**config.mk**
```make
export PLATFORM = sky130hd
export DESIGN_NAME = reram_req_sched
export DESIGN_NICKNAME = d
export VERILOG_FILES = /design/src/rtl/reram_sched_pkg.sv /design/src/rtl/reram_rr_arbiter.sv /design/src/rtl/reram_req_sched.sv
export SDC_FILE = /design/constraint.sdc
export NUM_CORES = 1
export LEC_CHECK = 0
export ABC_AREA = 1
export BUFFER_PORTS_ARGS = -buffer_cell sky130_fd_sc_hd__buf_2
export CORE_UTILIZATION = 49
export CTS_BUF_LIST = sky130_fd_sc_hd__clkbuf_4
export DETAILED_ROUTE_END_ITERATION = 8
export PLACE_DENSITY = 0.89
export SLEW_MARGIN = 20
export SYNTH_ARGS = -nofsm -noshare
export SYNTH_HDL_FRONTEND = slang
export SYNTH_SLANG_ARGS = --single-unit
```
**constraint.sdc**
```tcl
create_clock -name wb_clk_i -period 2.5 [get_ports wb_clk_i]
set_clock_uncertainty 0.15 [all_clocks]
set_input_delay 0.5 -clock wb_clk_i [delete_from_list [all_inputs] [get_ports wb_clk_i]]
set_output_delay 0.5 -clock wb_clk_i [all_outputs]
set_load 0.03 [all_outputs]
```
**src/rtl/reram_sched_pkg.sv**
```systemverilog
// -----------------------------------------------------------------------------
// reram_sched_pkg
// Shared types for the ReRAM request scheduler: the FSM state encoding, the
// default write-buffer depth of the ReRAM model, and the requester index type.
// -----------------------------------------------------------------------------
package reram_sched_pkg;

  // Default number of unread writes the ReRAM model can hold.
  localparam int DEPTH_DEF = 32;

  typedef enum logic [1:0] {
    ST_IDLE = 2'd0,
    ST_BUSY = 2'd1,
    ST_RESP = 2'd2
  } sched_state_e;

  // Requester index: 0 = port 0, 1 = port 1.
  typedef logic port_idx_t;

endpackage

```
**src/rtl/reram_rr_arbiter.sv**
```systemverilog
// -----------------------------------------------------------------------------
// reram_rr_arbiter
// Two-way round-robin grant. The pointer names the port that has priority this
// round; if that port is idle, the other port may take the grant.
//
// Ports:
//   req_i [1:0]  request per port
//   ptr_i        priority port index
//   gnt_o [1:0]  one-hot grant (all zero when no request)
// -----------------------------------------------------------------------------
module reram_rr_arbiter
  import reram_sched_pkg::*;
(
  input  logic [1:0] req_i,
  input  port_idx_t  ptr_i,
  output logic [1:0] gnt_o
);

  always_comb begin
    gnt_o = 2'b00;
    if (req_i[ptr_i]) begin
      gnt_o[ptr_i] = 1'b1;
    end else if (req_i[~ptr_i]) begin
      gnt_o[~ptr_i] = 1'b1;
    end
  end

endmodule

```
**src/rtl/reram_req_sched.sv**
```systemverilog
// -----------------------------------------------------------------------------
// reram_req_sched
// Serialises transactions from two requesters onto a single ReRAM model port.
// One transaction is in flight at a time; EN is held with stable R_WB and
// mem_dat_o until the model answers with func_ack. An occupancy counter tracks
// unread writes so that writes into a full model and reads from an empty one
// are rejected without touching the model.
//
// Optional build macro:
//   RERAM_SCHED_TIMEOUT_EN  abandon a transaction after TIMEOUT_CYC cycles of
//                           EN without func_ack (error pulse to requester).
//
// State table:
//   ST_IDLE | waiting for a request; arbitrate, check occupancy, issue or reject
//   ST_BUSY | EN asserted, waiting for func_ack (or timeout when enabled)
//   ST_RESP | ack/err pulse visible to the granted port; flip priority pointer
//
// Ports:
//   wb_clk_i, wb_rst_i           clock, async active-low reset
//   req*_i, we*_i, dat*_i        requester n request, 1=write, write word
//                                (addr [29:20], data [7:0])
//   ack*_o, err*_o               one-cycle completion / rejection pulses
//   rdat_o                       read data, valid with the ack of a read
//   EN, R_WB, mem_dat_o          ReRAM model drive (R_WB=1 means read)
//   read_data, func_ack          ReRAM model response
// -----------------------------------------------------------------------------
module reram_req_sched
  import reram_sched_pkg::*;
#(
  parameter int TIMEOUT_CYC = 64,
  parameter int DEPTH       = DEPTH_DEF
) (
  input  logic        wb_clk_i,
  input  logic        wb_rst_i,
  input  logic        req0_i,
  input  logic        req1_i,
  input  logic        we0_i,
  input  logic        we1_i,
  input  logic [31:0] dat0_i,
  input  logic [31:0] dat1_i,
  output logic        ack0_o,
  output logic        ack1_o,
  output logic        err0_o,
  output logic        err1_o,
  output logic [31:0] rdat_o,
  output logic        EN,
  output logic        R_WB,
  output logic [31:0] mem_dat_o,
  input  logic [31:0] read_data,
  input  logic        func_ack
);

  localparam int OCC_W = $clog2(DEPTH + 1);

  if (DEPTH < 1 || TIMEOUT_CYC < 1) begin : g_param_chk
    $error("reram_req_sched: DEPTH and TIMEOUT_CYC must be at least 1");
  end

  sched_state_e      state_q;
  port_idx_t         ptr_q;
  port_idx_t         gnt_idx_q;
  logic              we_q;
  logic              en_q;
  logic              r_wb_q;
  logic [31:0]       mem_dat_q;
  logic [31:0]       rdat_q;
  logic [1:0]        ack_q;
  logic [1:0]        err_q;
  logic [OCC_W-1:0]  occ_q;

`ifdef RERAM_SCHED_TIMEOUT_EN
  localparam int TO_W = $clog2(TIMEOUT_CYC + 1);
  logic [TO_W-1:0]   to_q;
`endif

  logic [1:0]  gnt;
  port_idx_t   gnt_idx;
  logic        sel_we;
  logic [31:0] sel_dat;
  logic        reject;
  logic        req_live;

  reram_rr_arbiter u_arb (
    .req_i ({req1_i, req0_i}),
    .ptr_i (ptr_q),
    .gnt_o (gnt)
  );

  assign gnt_idx = port_idx_t'(gnt[1]);
  assign sel_we  = gnt_idx ? we1_i  : we0_i;
  assign sel_dat = gnt_idx ? dat1_i : dat0_i;
  // Only one transaction is ever outstanding, so occupancy seen in IDLE is exact.
  assign reject  = sel_we ? (occ_q == OCC_W'(DEPTH)) : (occ_q == '0);
  // A requester that dropped its request mid-transaction gets no pulse.
  assign req_live = gnt_idx_q ? req1_i : req0_i;

  always_ff @(posedge wb_clk_i or negedge wb_rst_i) begin
    if (!wb_rst_i) begin
      state_q   <= ST_IDLE;
      ptr_q     <= 1'b0;
      gnt_idx_q <= 1'b0;
      we_q      <= 1'b0;
      en_q      <= 1'b0;
      r_wb_q    <= 1'b0;
      mem_dat_q <= '0;
      rdat_q    <= '0;
      ack_q     <= 2'b00;
      err_q     <= 2'b00;
      occ_q     <= '0;
`ifdef RERAM_SCHED_TIMEOUT_EN
      to_q      <= '0;
`endif
    end else begin
      case (state_q)
        ST_IDLE: begin
          ack_q <= 2'b00;
          err_q <= 2'b00;
          if (|gnt) begin
            gnt_idx_q <= gnt_idx;
            we_q      <= sel_we;
            if (reject) begin
              err_q[gnt_idx] <= 1'b1;
              state_q        <= ST_RESP;
            end else begin
              en_q      <= 1'b1;
              r_wb_q    <= ~sel_we;
              mem_dat_q <= sel_dat;
              state_q   <= ST_BUSY;
`ifdef RERAM_SCHED_TIMEOUT_EN
              to_q      <= '0;
`endif
            end
          end
        end

        ST_BUSY: begin
          if (func_ack) begin
            en_q <= 1'b0;
            // The model has consumed the access whether or not the requester
            // still waits, so occupancy always follows the completed access.
            if (we_q) begin
              occ_q <= occ_q + 1'b1;
            end else begin
              occ_q  <= occ_q - 1'b1;
              rdat_q <= read_data;
            end
            if (req_live) begin
              ack_q[gnt_idx_q] <= 1'b1;
            end
            state_q <= ST_RESP;
          end
`ifdef RERAM_SCHED_TIMEOUT_EN
          else if (to_q == TO_W'(TIMEOUT_CYC - 1)) begin
            en_q <= 1'b0;
            if (req_live) begin
              err_q[gnt_idx_q] <= 1'b1;
            end
            state_q <= ST_RESP;
          end else begin
            to_q <= to_q + 1'b1;
          end
`endif
        end

        ST_RESP: begin
          ack_q   <= 2'b00;
          err_q   <= 2'b00;
          ptr_q   <= ~gnt_idx_q;
          state_q <= ST_IDLE;
        end

        default: begin
          ack_q   <= 2'b00;
          err_q   <= 2'b00;
          en_q    <= 1'b0;
          state_q <= ST_IDLE;
        end
      endcase
    end
  end

  assign ack0_o    = ack_q[0];
  assign ack1_o    = ack_q[1];
  assign err0_o    = err_q[0];
  assign err1_o    = err_q[1];
  assign rdat_o    = rdat_q;
  assign EN        = en_q;
  assign R_WB      = r_wb_q;
  assign mem_dat_o = mem_dat_q;

endmodule

```
==> flow_metrics.py <==
metrics = {
    "synthesis": {
        "syn-instance-count": 395,
        "synth.avg_cell_area_um2": 9.65,
        "synth_common_cells": "nand2_1 (113), dfrtp_1 (81), nand3_1 (39)",
        "netlist_area_um2": 3810,
        "synth_top_cell_by_area": "dfrtp_1",
        "syn-num-nets": 503,
        "synth_edf_count": 0,
        "synth-seq-cells": 81,
        "yosysWarnings": 0,
        "netlist.area_leader.share": 0.531,
        "ys_async_sr_fraction": 1.00,
        "synth_area_leaders": "dfrtp_1 (53%), nand2_1 (11%), mux2i_1 (8.4%)",
        "yosysMostFrequentCell": "nand2_1",
        "yosysUniqueCellTypes": 26,
        "ys_seq_area_frac": 0.531,
        "synthFlopType": "dfrtp_1",
    },
    "cells_and_area": {
        "layout.cells.non_filler": 671,
        "ff_latch_area_um2": 2030,
        "nets": 675,
        "multi_input_area_um2": 1610,
        "layout-drive-gt1-share": 0.425,
        "area_delta_synth_final_pct": 29.4,
        "design_area_um2": 4930,
        "n_antenna_cell": 0,
        "fillers": 584,
    },
    "timing": {
        "rsz0062_at_grt": "no",
        "whs_ps": 151,
        "setup_viol": 0,
        "fin_crit_ps": 2090,
        "worstMarginPinSlew_ps": 530,
        "slew_headroom": 0.647,
        "setup_slack_ps": 409,
        "hold_viol_final": 0,
        "tns_ps": 0,
        "period_share": 0.837,
        "maxSlewViolCount": 0,
        "fmax_mhz": 478,
    },
    "clock_network": {
        "clockBufferDepth": 2,
        "cts_sinks": 81,
        "clock_latency_ps": 410,
        "cts-htree-levels": 3,
        "cts_resized": 0,
        "root_buffer": "clkbuf_4",
        "cts.reportedPaths.clkPinSlew_ps": 140,
        "cts_tree": "done",
        "cts_buffers": 9,
    },
    "placement": {
        "portBuffers": 172,
        "placed_cell_area_um2": 4760,
        "dp_cells": 654,
        "place_ws_ps": 409,
        "place_congestion": 0.862,
        "dpl.hpwl_um": 6770,
    },
    "power": {
        "ir_drop_mv": 0.708,
        "p_per_area_nw_per_um2": 1370,
        "leakagePower_uw": 0.00282,
    },
    "floorplan": {
        "die_w_um": 90.2,
        "start_util": 0.517,
        "ioPinCount": 173,
        "std_cell_rows": 31,
        "die_area_um2": 8140,
        "die_h_um": 90.2,
        "core_um2": 7370,
    },
    "global_routing": {
        "grt_pass1_wl_um": 14900,
        "first_global_vias": 3230,
        "gr-total-overflow": 0,
        "track_usage": 0.233,
        "antenna_found_initial": 0,
        "grt_max_degree": 43,
    },
    "drt": {
        "drt_wl_total_um": 8870,
        "vias_per_cell": 5.01,
        "drt_iter0_markers": 143,
        "dr_total_vias": 3359,
        "wl_per_cell_um": 13.2,
        "drtAntennaViolNets": 0,
        "post-route-drc-count": 0,
        "firstDrtPassIters": 6,
    },
    "setup_path": {
        "cp.required_ps": 2660,
        "worst_setup_path_start_kind": "register",
        "path_class": "reg2reg",
        "crit_path_max_fanout": 15,
        "endpoint_kind": "register",
        "crit_arrival_ps": 2250,
        "reg2reg_slack_ps": 410,
    },
    "flow_run": {
        "drv_cap": 0,
    },
    "hold_path": {
        "hold_path_class": "in2reg",
    },
    "status": {
        "status": "complete, no violations",
    },
}
worst max-delay path: stages (launching register included):
cell,delay (ps)
dfrtp_1,380
clkinv_1,380
ha_1,510
a21oi_1,140
nand2_1,100
nand2_1,90
nand2_1,50
nand2_1,60
nand2_1,40
nand2_1,50
nand2_1,40
flip-flops by register name, indices dropped and copies added, names as in the netlist:
register	cells
EN	1
R_WB	1
ack_q	2
err_q	2
gnt_idx_q	1
mem_dat_o	32
occ_q	6
ptr_q	1
rdat_o	32
state_q	2
we_q	1
cell type report:
type / instances / area share
sequential: 81 / 0.411
multi-input combinational: 280 / 0.326
timing repair buffer: 181 / 0.194
tap: 99 / 0.0251
clock inverter: 7 / 0.0193
clock buffer: 9 / 0.0137
inverter: 14 / 0.0106
where the power goes:
group	internal, uW	switching [uW]
logic	1160	2430
clock network	406	449
registers	1910	385
total	3470	3270
final timing paths:
check / startpoint / end / cells past startpoint
max in group asynchronous: wb_rst_i / occ_q[3] / 3
max reg2reg: we_q / occ_q[5] / 10
min in group asynchronous: wb_rst_i / rdat_o[30] / 2
min reg2reg: rdat_o[5] / rdat_o[5] / 2
max: we_q / occ_q[5] / 10
min: read_data[12] / rdat_o[12] / 3
cell families (layout without fill, tap and decap cells):
kind of cell	count (synthesis)	after routing	synth area share
simple gates	188	188	0.224
flops	81	81	0.531
compound gates	50	50	0.0843
buf+inv	34	211	0.0463
mux	32	32	0.0840
fa+ha+maj	5	5	0.0184
xor+xnor	5	5	0.0115
layer usage:
layer  global-route usage  vias up  routed length (um)
li1                     -     1650                   -
met1                0.291     1525                3720
met2                0.389      167                4330
met3               0.0541       17                 643
met4               0.0981        0                 178
met5                    0        -                   0
repair_timing:
item,in CTS,in global routing
hold buffers,1,0
buffers inserted,0,0
endpoints found under the hold margin,39,0
setup endpoints to repair,0,0
through the flow:
step | total power, uW | util
finish | 6740 | 0.670
global route | 7230 | 0.670
CTS | 6790 | 0.670
detailed placement | 5930 | 0.646
global placement | 5760 | 0.646
floorplan | 4910 | -
cells in the final DEF, fill, tap and decap left out:
cell type      instances
inv_1                 11
mux2i_1               32
dfrtp_1               81
clkinv_1               2
clkinv_2               1
xnor2_1                4
nand2_1              113
nand3_2                2
nand2_4                2
xor2_1                 1
bufinv_16              2
fa_1                   1
a22oi_1                1
buf_12                 2
ha_1                   4
buf_2                171
dlygate4sd3_1          1
nor2_4                 2
buf_4                  7
o21ai_0               26
inv_2                  2
nand2_2               23
a21oi_1                3
nand3_1               39
o21ai_1                1
o21ai_2               17
nor2_1                 7
clkbuf_4               9
clkinv_4               3
o21a_1                 2
(Power assumes the default switching activity.)
